### src/rtl/seq_alu_pkg.sv
// Shared types and constants for the sequential ALU.
// SEQ_ALU_SIGNED_MUL_EN (see seq_alu_mul) does not affect anything declared here.
package seq_alu_pkg;

    typedef enum logic [2:0] {
        OP_NOP  = 3'b000,
        OP_ADD  = 3'b001,
        OP_SUB  = 3'b010,
        OP_AND  = 3'b011,
        OP_PASS = 3'b100,
        OP_SHL  = 3'b101,
        OP_MUL  = 3'b110,
        OP_CMP  = 3'b111
    } op_e;

    localparam int unsigned ST_Z = 15;
    localparam int unsigned ST_N = 14;
    localparam int unsigned ST_C = 13;
    localparam int unsigned ST_V = 12;

    typedef enum logic {
        StIdle,
        StMul
    } state_e;

endpackage

### src/rtl/seq_alu_mul.sv
// Iterative shift-add multiplier: one multiplier bit per clock, WIDTH cycles per product.
// SEQ_ALU_SIGNED_MUL_EN: operands are two's complement (magnitudes multiplied, sign restored).
module seq_alu_mul #(
    parameter int unsigned WIDTH = 16
) (
    input  logic                 i_clk,
    input  logic                 i_rst,
    input  logic                 i_go,
    input  logic [WIDTH-1:0]     i_a,
    input  logic [WIDTH-1:0]     i_b,
    output logic                 o_busy,
    output logic                 o_valid,
    output logic [2*WIDTH-1:0]   o_product
);

    localparam int unsigned CW = $clog2(WIDTH);

    logic [2*WIDTH-1:0] r_acc;
    logic [2*WIDTH-1:0] r_mcand;
    logic [WIDTH-1:0]   r_mplier;
    logic [CW-1:0]      r_cnt;
    logic               r_busy;
    logic               r_neg;

    logic [WIDTH-1:0]   w_a_mag;
    logic [WIDTH-1:0]   w_b_mag;
    logic               w_neg;
    logic [2*WIDTH-1:0] w_acc_next;

`ifdef SEQ_ALU_SIGNED_MUL_EN
    assign w_a_mag = i_a[WIDTH-1] ? (~i_a + 1'b1) : i_a;
    assign w_b_mag = i_b[WIDTH-1] ? (~i_b + 1'b1) : i_b;
    assign w_neg   = i_a[WIDTH-1] ^ i_b[WIDTH-1];
`else
    assign w_a_mag = i_a;
    assign w_b_mag = i_b;
    assign w_neg   = 1'b0;
`endif

    // The last partial product is folded in combinationally so the result
    // is ready for capture on the WIDTH-th edge after go.
    assign w_acc_next = r_acc + (r_mplier[0] ? r_mcand : '0);
    assign o_valid    = r_busy && (r_cnt == CW'(WIDTH - 1));
    assign o_busy     = r_busy;
    assign o_product  = r_neg ? (~w_acc_next + 1'b1) : w_acc_next;

    always_ff @(posedge i_clk) begin
        if (i_rst) begin
            r_busy   <= 1'b0;
            r_acc    <= '0;
            r_mcand  <= '0;
            r_mplier <= '0;
            r_cnt    <= '0;
            r_neg    <= 1'b0;
        end else if (i_go) begin
            r_busy   <= 1'b1;
            r_acc    <= '0;
            r_mcand  <= {{WIDTH{1'b0}}, w_a_mag};
            r_mplier <= w_b_mag;
            r_cnt    <= '0;
            r_neg    <= w_neg;
        end else if (r_busy) begin
            r_acc    <= w_acc_next;
            r_mcand  <= r_mcand << 1;
            r_mplier <= r_mplier >> 1;
            r_cnt    <= r_cnt + 1'b1;
            if (o_valid) begin
                r_busy <= 1'b0;
            end
        end
    end

endmodule

### src/rtl/seq_alu.sv
// Registered ALU with start/ready/done handshake; MUL runs on seq_alu_mul.
// SEQ_ALU_SIGNED_MUL_EN selects a signed multiply inside seq_alu_mul.
module seq_alu
    import seq_alu_pkg::*;
#(
    parameter int unsigned WIDTH = 16,
    parameter int unsigned SHW   = $clog2(WIDTH)
) (
    input  logic             i_clk,
    input  logic             i_rst,
    input  logic             i_start,
    input  logic [2:0]       i_op,
    input  logic [WIDTH-1:0] i_a,
    input  logic [WIDTH-1:0] i_b,
    output logic             o_ready,
    output logic             o_done,
    output logic [WIDTH-1:0] o_result,
    output logic [WIDTH-1:0] o_hi,
    output logic [WIDTH-1:0] o_lo,
    output logic [15:0]      o_status
);

    state_e             r_state;
    logic               r_ready;
    logic               r_done;
    logic [WIDTH-1:0]   r_result;
    logic [WIDTH-1:0]   r_hi;
    logic [WIDTH-1:0]   r_lo;
    logic [15:0]        r_status;

    op_e                w_op;
    logic [WIDTH:0]     w_sum;
    logic [WIDTH:0]     w_diff;
    logic               w_add_v;
    logic               w_sub_v;
    logic [WIDTH-1:0]   w_shl;
    logic [WIDTH-1:0]   w_logic;
    logic               w_go;
    logic               w_mul_busy;
    logic               w_mul_valid;
    logic [2*WIDTH-1:0] w_product;

    assign w_op    = op_e'(i_op);
    assign w_sum   = {1'b0, i_a} + {1'b0, i_b};
    assign w_diff  = {1'b0, i_a} - {1'b0, i_b};
    assign w_add_v = (i_a[WIDTH-1] == i_b[WIDTH-1]) && (w_sum[WIDTH-1] != i_a[WIDTH-1]);
    assign w_sub_v = (i_a[WIDTH-1] != i_b[WIDTH-1]) && (w_diff[WIDTH-1] != i_a[WIDTH-1]);
    // Any shift amount bit at or above SHW means b >= WIDTH.
    assign w_shl   = (|(i_b >> SHW)) ? '0 : (i_a << i_b[SHW-1:0]);

    always_comb begin
        w_logic = '0;
        case (w_op)
            OP_AND:  w_logic = i_a & i_b;
            OP_PASS: w_logic = i_b;
            OP_SHL:  w_logic = w_shl;
            default: w_logic = '0;
        endcase
    end

    assign w_go = (r_state == StIdle) && i_start && (w_op == OP_MUL) && !w_mul_busy;

    seq_alu_mul #(
        .WIDTH (WIDTH)
    ) u_mul (
        .i_clk     (i_clk),
        .i_rst     (i_rst),
        .i_go      (w_go),
        .i_a       (i_a),
        .i_b       (i_b),
        .o_busy    (w_mul_busy),
        .o_valid   (w_mul_valid),
        .o_product (w_product)
    );

    always_ff @(posedge i_clk) begin
        if (i_rst) begin
            r_state  <= StIdle;
            r_ready  <= 1'b1;
            r_done   <= 1'b0;
            r_result <= '0;
            r_hi     <= '0;
            r_lo     <= '0;
            r_status <= '0;
        end else begin
            r_done <= 1'b0;
            unique case (r_state)
                StIdle: begin
                    if (i_start) begin
                        r_done <= (w_op != OP_MUL);
                        case (w_op)
                            OP_NOP: r_result <= '0;
                            OP_ADD: begin
                                r_result       <= w_sum[WIDTH-1:0];
                                r_status[ST_Z] <= ~|w_sum[WIDTH-1:0];
                                r_status[ST_N] <= w_sum[WIDTH-1];
                                r_status[ST_C] <= w_sum[WIDTH];
                                r_status[ST_V] <= w_add_v;
                            end
                            OP_SUB, OP_CMP: begin
                                if (w_op == OP_SUB) begin
                                    r_result <= w_diff[WIDTH-1:0];
                                end
                                r_status[ST_Z] <= ~|w_diff[WIDTH-1:0];
                                r_status[ST_N] <= w_diff[WIDTH-1];
                                r_status[ST_C] <= w_diff[WIDTH];
                                r_status[ST_V] <= w_sub_v;
                            end
                            OP_AND, OP_PASS, OP_SHL: begin
                                r_result       <= w_logic;
                                r_status[ST_Z] <= ~|w_logic;
                                r_status[ST_N] <= w_logic[WIDTH-1];
                            end
                            OP_MUL: begin
                                r_state <= StMul;
                                r_ready <= 1'b0;
                            end
                            default: ;
                        endcase
                    end
                end
                StMul: begin
                    if (w_mul_valid) begin
                        r_hi           <= w_product[2*WIDTH-1:WIDTH];
                        r_lo           <= w_product[WIDTH-1:0];
                        r_status[ST_Z] <= ~|w_product;
                        r_status[ST_N] <= w_product[2*WIDTH-1];
                        r_done         <= 1'b1;
                        r_ready        <= 1'b1;
                        r_state        <= StIdle;
                    end
                end
                default: r_state <= StIdle;
            endcase
        end
    end

    assign o_ready  = r_ready;
    assign o_done   = r_done;
    assign o_result = r_result;
    assign o_hi     = r_hi;
    assign o_lo     = r_lo;
    assign o_status = r_status;

endmodule

### config.mk
export PLATFORM = sky130hd
export DESIGN_NAME = seq_alu
export DESIGN_NICKNAME = d
export VERILOG_FILES = /design/src/rtl/seq_alu_pkg.sv /design/src/rtl/seq_alu_mul.sv /design/src/rtl/seq_alu.sv
export SDC_FILE = /design/constraint.sdc
export NUM_CORES = 1
export LEC_CHECK = 0
export BUFFER_PORTS_ARGS = -buffer_cell sky130_fd_sc_hd__buf_2
export CAP_MARGIN = 20
export CORE_MARGIN = 2
export CORE_UTILIZATION = 35
export DETAILED_ROUTE_END_ITERATION = 16
export SYNTH_ARGS = -nofsm -noshare
export SYNTH_HDL_FRONTEND = slang
export SYNTH_HIERARCHICAL = 1
export SYNTH_SLANG_ARGS = --single-unit
### constraint.sdc
create_clock -name i_clk -period 4.9 [get_ports i_clk]
set_clock_uncertainty 0.05 [all_clocks]
set_input_delay 0.49 -clock i_clk [delete_from_list [all_inputs] [get_ports i_clk]]
set_output_delay 0.49 -clock i_clk [all_outputs]
set_load 0.05 [all_outputs]
==> results of run 1 <==
## state kept, by name, indices dropped and copies added, names as in the netlist
name,count
u_mul/r_acc,32
o_result,16
u_mul/r_cnt,4
o_lo,16
u_mul/r_mcand,32
o_hi,16
o_status,4
r_state,1
u_mul/r_mplier,16
u_mul/o_busy,1
o_ready,1
o_done,1
## through the flow
step	hold WS, ns	util (%)
detailed placement	0.394	38.0
global route	0.349	40.0
global placement	0.389	38.0
CTS	0.325	39.9
finish	0.338	40.0
floorplan	0.404	-
## kinds of logic after synthesis
| group | after synthesis |
|---|---|
| AND/OR/NAND/NOR | 501 |
| other | 1 |
| flip-flops | 140 |
| adder cells (fa/ha/maj) | 69 |
| XOR/XNOR | 61 |
| multiplexers | 106 |
| AO/OA/AOI/OAI | 333 |
| buffers and inverters | 133 |
## power groups by stage
stage	clock [mW]	combinational, mW	sequential, mW
global route	1.31	0.651	1.17
CTS	1.27	0.593	1.17
detailed placement	0	0.590	1.20
global placement	0	0.588	1.20
finish	1.25	0.602	1.17
floorplan	0	0.404	1.23
## per-layer routing
metal | part of all wire, % | track usage (%)
met5 | 0 | 0
met4 | 2.7 | 7.07
met3 | 6.6 | 3.73
met2 | 47 | 34.9
met1 | 44 | 27.9
## cell usage in the layout (no fill, tap or decap), drive strengths merged, types with 26 or more instances in the layout
cell type  netlist  routed
mux2i           86      86
o21ai           44      44
nand2          133     133
dfxtp          140     140
buf             28     107
a21oi          142     142
ha              66      66
and2            36      36
nor2           182     182
inv             40      51
xnor2           47      47
nand3           26      26
## worst paths after layout
path / to / depth (start not counted) / slack [ns]
worst min register to register: o_hi[12] / 2 / 0.40
worst min-delay path: u_mul/r_mplier[8] / 3 / 0.34
worst max-delay path: o_status[15] / 21 / 0.51
worst max register to register: o_status[15] / 21 / 0.51
## layout make-up
class | instances | area share (%)
inverters | 42 | 1.33
repair buffers | 107 | 5.03
clock inverters | 15 | 1.05
clock buffers | 17 | 3.59
flip-flops and latches | 140 | 23.7
multi-input cells | 1082 | 61.2
well taps | 390 | 4.12
## worst max-delay path: stages (launching register included)
cell,delay (ns)
dfxtp_1,0.32
and2_1,0.15
ha_1,0.22
fa_1,0.44
a21o_1,0.22
a221oi_2,0.38
o31a_4,0.24
o32ai_4,0.12
o41ai_4,0.27
buf_4,0.22
nor2_2,0.05
nor2_1,0.16
xnor2_1,0.15
nor4_1,0.35
nand4_1,0.18
nor4_1,0.19
buf_4,0.16
a21oi_1,0.04
nor2_1,0.11
a41oi_1,0.06
o41ai_1,0.10
a21o_1,0.13
==> flow_summary.json, run 1 <==
{
  "synth_top_family_by_area": "simple AND/OR/NAND/NOR gates",
  "areaGrowthSynthToFinish_pct": 12.2,
  "slew_headroom_pct": 24.3,
  "synth_mux_area_share_pct": 11.1,
  "timing.fmax_mhz": 228,
  "crit_path_end_kind": "register",
  "place_area_um2": 11300,
  "yosysTopAreaCell": "dfxtp_1",
  "synth.avg_cell_area_um2": 7.86,
  "rsz0062_at_grt": "false",
  "dr.pass1.iters": 7,
  "routed_wl_um": 33200,
  "grt_max_degree": 67,
  "critPathKind": "register to register",
  "comb_power_share_pct": 19.9,
  "yosysWarnings": 6,
  "timing.final.crit_share_pct": 89.5,
  "seq_area_um2": 2810,
  "vias_per_cell": 5.60,
  "stdcell_area_um2": 11800,
  "worst_slack_ns": 0.515,
  "clk_pin_slew_ns": 0.07,
  "ys_seq_area_share_pct": 26.5,
  "synth-xor-area-share_pct": 5.19,
  "finalCriticalPeriod_ns": 4.39,
  "io_pins": 104,
  "outcome": "finished clean",
  "cts_tree": "built",
  "dpl.hpwl_um": 24800,
  "final_layout_size_suffix_gt1_share_pct": 13.5,
  "switchingPower_mw": 0.994,
  "synthTopCellsByCount": "nor2_1, dfxtp_1, a21oi_1, nand2_1, mux2i_1",
  "die_area_um2": 31600,
  "drc": 0,
  "yosysUniqueCellTypes": 86,
  "r2r_start": "u_mul/r_mcand[0]",
  "startpoint": "u_mul/r_mcand[0]",
  "p_leak_nw": 4.84,
  "critPathMaxFanout": 5,
  "die_height_um": 178,
  "final_nets": 1497,
  "multi_input_area_um2": 7250,
  "place.gp.congestion": 0.931,
  "p_per_area_nw_per_um2": 255,
  "setup_violations": 0,
  "hold_path_class": "input port to register",
  "drtIter0Drc": 768,
  "synth_simple_gate_area_share_pct": 22.1,
  "avgRoutedWirePerCell_um": 18.5,
  "core_um2": 29600,
  "n_antenna_cell": 0,
  "worstSkewPairLatency_ns": 0.44,
  "via_count": 10038,
  "synth_compound_area_share_pct": 21.3,
  "synth_top_area_share_pct": 26.5,
  "syn_inst": 1344,
  "fillCellCount": 3133,
  "worstHoldStart": "i_b[8]",
  "ys_async_sr_fraction_pct": 0,
  "internal_power_mw": 2.03,
  "synth_flop_cell": "dfxtp_1",
  "synth_edf_count": 0,
  "antenna_found_initial": 0,
  "dpl.cell_count": 1760,
  "finalPower_mw": 3.02,
  "grt_overflow": 0,
  "yosysMostFrequentCell": "nor2_1",
  "maxCapViolations": 0,
  "post-place-ws_ns": 0.592,
  "synth_area_leaders": "dfxtp_1, mux2i_1, ha_1",
  "seqPwrFrac_pct": 38.8,
  "synthAdderAreaFrac_pct": 8.39,
  "fin_tns_setup_ns": 0,
  "worstPathArrival_ns": 4.71,
  "ys_seq_elements": 140,
  "ctsHoldBuffers": 0,
  "cts_resized": 0,
  "numCtsBuffers": 17,
  "final_max_slew_viol_count": 0,
  "synth_area_um2": 10600,
  "root_buffer": "clkbuf_16",
  "rows": 63,
  "worstSetupStartpointType": "register",
  "cp.required_ns": 5.23,
  "finalNonFillerCells": 1793,
  "worst_pin_slew_ns": 1.13,
  "htreeDepth": 4,
  "grt_pass1_vias": 9373,
  "post_cts_buffers": 0,
  "grt_pass1_wl_um": 52400,
  "grt_usage_pct": 21.2,
  "swShare_pct": 32.9,
  "cts-root-to-sink-buffers": 2,
  "die_width_um": 178,
  "start_util_pct": 35.6,
  "pwr-share-clk_pct": 41.3,
  "ant_nets": 0,
  "cts_sinks": 140,
  "hold_viol_final": 0,
  "ir_drop_v": 0.000257,
  "io_buffers": 91
}
Power figures use the tool's default switching activity.
==> inputs of run 2 (changes only) <==
- RECOVER_POWER: not set -> 100
==> flow_summary.json, run 2 (synthesized netlist as in run 1, its figures left out) <==
{
  "outcome": "complete, but fails checks",
  "violations": "capacitance limit, slew limit",
  "core_um2": 29600,
  "fillCellCount": 3162,
  "htreeDepth": 4,
  "dpl.hpwl_um": 24800,
  "layout_common_cells": "nor2_1, dfxtp_1, a21oi_1",
  "cts_tree": "built",
  "critPathMaxFanout": 24,
  "start_util_pct": 35.6,
  "ctsHoldBuffers": 0,
  "fin_tns_setup_ns": 0,
  "ant_nets": 0,
  "cts-root-to-sink-buffers": 2,
  "die_width_um": 178,
  "n_antenna_cell": 0,
  "dpl.cell_count": 1760,
  "place.gp.congestion": 0.931,
  "final_nets": 1497,
  "ir_drop_v": 0.000256,
  "multi_input_area_um2": 7230,
  "worstSkewPairLatency_ns": 0.44,
  "routed_wl_um": 33200,
  "slew_headroom_pct": -74.9,
  "via_count": 10059,
  "final_core_util_pct": 39.6,
  "grt_max_degree": 67,
  "critPathKind": "input port to register",
  "drtIter0Drc": 810,
  "final_max_slew_viol_count": 171,
  "post-place-ws_ns": 0.592,
  "areaGrowthSynthToFinish_pct": 11.1,
  "cts_resized": 0,
  "cp.required_ns": 5.15,
  "grt_overflow": 0,
  "hold_viol_final": 0,
  "reg_top3": "u_mul/r_acc: 32 flops, u_mul/r_mcand: 32 flops",
  "hold_path_class": "input port to register",
  "maxCapViolations": 4,
  "numCtsBuffers": 17,
  "post_cts_buffers": 0,
  "antenna_found_initial": 0,
  "finalCriticalPeriod_ns": 4.60,
  "io_buffers": 91,
  "vias_per_cell": 5.61,
  "worstPathArrival_ns": 4.86,
  "root_buffer": "clkbuf_16",
  "p_leak_nw": 4.58,
  "clk_pin_slew_ns": 0.07,
  "setup_violations": 0,
  "grt_pass1_vias": 9373,
  "p_per_area_nw_per_um2": 257,
  "rows": 63,
  "grt_usage_pct": 21.2,
  "dr.pass1.iters": 5,
  "timing.fmax_mhz": 217,
  "die_area_um2": 31600,
  "rsz0062_at_grt": "false",
  "crit_path_end_kind": "register",
  "avgRoutedWirePerCell_um": 18.5,
  "final_layout_size_suffix_gt1_share_pct": 8.91,
  "grt_pass1_wl_um": 52400,
  "worst_pin_slew_ns": 2.62,
  "timing.final.crit_share_pct": 94.0,
  "worst_slack_ns": 0.296,
  "drc": 0,
  "die_height_um": 178,
  "cts_sinks": 140,
  "mostFrequentLayoutCell": "nor2_1",
  "finalNonFillerCells": 1793,
  "seq_area_um2": 2800,
  "worstSetupStartpointType": "input port",
  "io_pins": 104
}
[run 2: where the power goes]
group          switching [mW]  internal, mW  leakage, nW
logic                   0.396         0.200         3.18
clock network           0.576         0.665        0.276
registers              0.0162          1.16         1.13
[run 2: final timing paths]
path / startpoint / endpoint / slack (ns) / cells past startpoint
worst max-delay path: i_b[2] / o_result[15] / 0.30 / 12
worst min-delay path: i_b[8] / u_mul/r_mplier[8] / 0.33 / 3
worst max register to register: u_mul/o_busy / o_status[14] / 0.49 / 6
worst min register to register: o_hi[12] / o_hi[12] / 0.40 / 2
[run 2: per-stage QoR]
stage / hold slack, ns / power, mW / instance area [um^2]
floorplan: 0.404 / 1.63 / 10600
global placement: 0.389 / 1.79 / 11300
detailed placement: 0.394 / 1.79 / 11300
CTS: 0.325 / 3.04 / 11800
global route: 0.349 / 3.13 / 11700
finish: 0.335 / 3.01 / 11700
[run 2: layer usage]
metal / track usage (%) / vias to the layer above / routed length [um]
li1: - / 4875 / -
met2: 34.9 / 356 / 15500
met4: 7.07 / 0 / 800
met5: 0 / - / 0
met1: 27.9 / 4770 / 14800
met3: 3.73 / 58 / 2110
[run 2: area by class of cell]
class                      instances  area share, %
clock buffer                      17           3.63
clock inverter                    15           1.06
inverter                          42           1.34
multi-input combinational       1082           61.6
sequential                       140           23.9
tap                              390           4.16
timing repair buffer             107           4.34
[run 2: critical path, stage by stage]
cell and delay [ns]:
clkbuf_1 0.74, inv_1 0.43, ha_1 0.54, o21a_1 0.23, o31a_4 0.11, o41ai_1 0.64
a21oi_1 0.28, or4_4 0.56, a31oi_4 0.20, xnor2_1 0.13, a221oi_1 0.37, o31ai_1 0.11
==> inputs of run 3 (changes only) <==
- BUFFER_PORTS_ARGS: -buffer_cell sky130_fd_sc_hd__buf_2 -> -buffer_cell sky130_fd_sc_hd__buf_4
- CORE_ASPECT_RATIO: not set -> 0.6
- CORE_MARGIN: 2 -> not set
==> flow_summary.json, run 3 (synthesized netlist as in run 1, its figures left out) <==
{
  "maxCapViolations": 2,
  "drc": 0,
  "worstHoldStart": "i_b[6]",
  "critPathMaxFanout": 29,
  "critPathKind": "register to register",
  "final_core_util_pct": 40.5,
  "final_max_slew_viol_count": 94,
  "r2r_start": "u_mul/r_mplier[0]",
  "p_per_area_nw_per_um2": 259,
  "final_layout_size_suffix_gt1_share_pct": 8.49,
  "dr.pass1.iters": 5,
  "grt_max_degree": 70,
  "cp.required_ns": 5.23,
  "rows": 48,
  "ctsHoldBuffers": 0,
  "startpoint": "u_mul/r_mplier[0]",
  "cts_tree": "built",
  "place.gp.congestion": 1.04,
  "reg_top3": "u_mul/r_acc: 32 flops, u_mul/r_mcand: 32 flops",
  "avgRoutedWirePerCell_um": 19.0,
  "cp_slowest_cell": "a31oi_1",
  "root_buffer": "clkbuf_16",
  "finalPower_mw": 3.06,
  "die_width_um": 226,
  "die_area_um2": 30900,
  "grt_pass1_wl_um": 52100,
  "place_area_um2": 11500,
  "mostFrequentLayoutCell": "nor2_1",
  "htreeDepth": 4,
  "worstSkewPairLatency_ns": 0.43,
  "finalCriticalPeriod_ns": 4.53,
  "cpPeakStageDelay_ns": 0.51,
  "grt_overflow": 0,
  "setup_violations": 0,
  "stdcell_area_um2": 11800,
  "via_count": 10096,
  "timing.final.crit_share_pct": 92.5,
  "drtIter0Drc": 1302,
  "outcome": "complete, but fails checks",
  "start_util_pct": 36.2,
  "cpLargestDelayFamily": "compound AO/OA/AOI/OAI gates",
  "fin_tns_setup_ns": 0,
  "slew_headroom_pct": -70.1,
  "antenna_found_initial": 1,
  "p_leak_nw": 4.58,
  "vias_per_cell": 5.60,
  "critPathBufInv": 1,
  "worstSetupStartpointType": "register",
  "grt_pass1_vias": 8852,
  "cts_resized": 0,
  "rsz0062_at_grt": "false",
  "worstPathArrival_ns": 4.86,
  "routed_wl_um": 34200,
  "ant_nets": 0,
  "numCtsBuffers": 17,
  "ir_drop_v": 0.000212,
  "violations": "capacitance limit, slew limit",
  "post_cts_buffers": 0,
  "layout_common_cells": "nor2_1, a21oi_1, dfxtp_1",
  "n_antenna_cell": 0,
  "io_buffers": 91,
  "hold_path_class": "input port to register",
  "areaGrowthSynthToFinish_pct": 11.9,
  "final_nets": 1496,
  "worst_pin_slew_ns": 2.55,
  "dpl.hpwl_um": 26600,
  "cts_sinks": 140,
  "timing.fmax_mhz": 221,
  "dpl.cell_count": 1770,
  "finalNonFillerCells": 1802,
  "core_um2": 29200,
  "clk_pin_slew_ns": 0.06,
  "grt_usage_pct": 22.2,
  "cp_cell_sequence": "buf_4, and2_0, ha_1, a211oi_1, o211ai_1, a31oi_1, o41ai_2, a21oi_2, a21oi_2, nor2_1, xnor3_1, nor4b_1, nand4_1, nor4_1, a21oi_1, nor2_1, a41oi_1, o41ai_1, a21o_1",
  "cts-root-to-sink-buffers": 2,
  "crit_path_end_kind": "register",
  "io_pins": 104,
  "hold_viol_final": 0,
  "die_height_um": 137
}
[run 3: area by class of cell]
type | instances | area (um^2)
inverter | 42 | 158
sequential | 140 | 2810
multi-input combinational | 1082 | 7200
clock buffer | 17 | 425
timing repair buffer | 106 | 567
tap | 400 | 500
fill | 3082 | 17400
clock inverter | 15 | 155
[run 3: final timing paths]
kind / cells after the start / to / slack, ns
setup / recovery: 19 / o_status[15] / 0.37
setup reg to reg: 19 / o_status[15] / 0.37
hold / removal: 3 / u_mul/r_mplier[6] / 0.30
hold reg to reg: 2 / o_lo[13] / 0.40
[run 3: tightest hold or removal path, cell delays in order]
cell and delay (ns):
buf_4 0.12, a21oi_1 0.07, nor2_1 0.07
[run 3: per-stage QoR]
step | hold slack [ns] | setup WS [ns]
global route | 0.304 | 0.0890
floorplan | 0.404 | 1.03
finish | 0.301 | 0.366
detailed placement | 0.398 | 0.559
global placement | 0.394 | 0.597
CTS | 0.285 | 0.505
[run 3: where the power goes]
| part | switching (mW) | leakage (nW) | total [mW] | internal, mW |
|---|---|---|---|---|
| registers | 0.0125 | 1.13 | 1.17 | 1.16 |
| logic | 0.410 | 3.18 | 0.615 | 0.205 |
| clock network | 0.561 | 0.265 | 1.27 | 0.714 |
[run 3: routing by layer]
layer / track usage, % / up-vias / wire length (um)
met1: 35.8 / 4693 / 17600
met4: 4.65 / 4 / 322
met5: 1.61 / - / 73
met2: 25.5 / 504 / 11600
li1: - / 4863 / -
met3: 8.84 / 32 / 4650
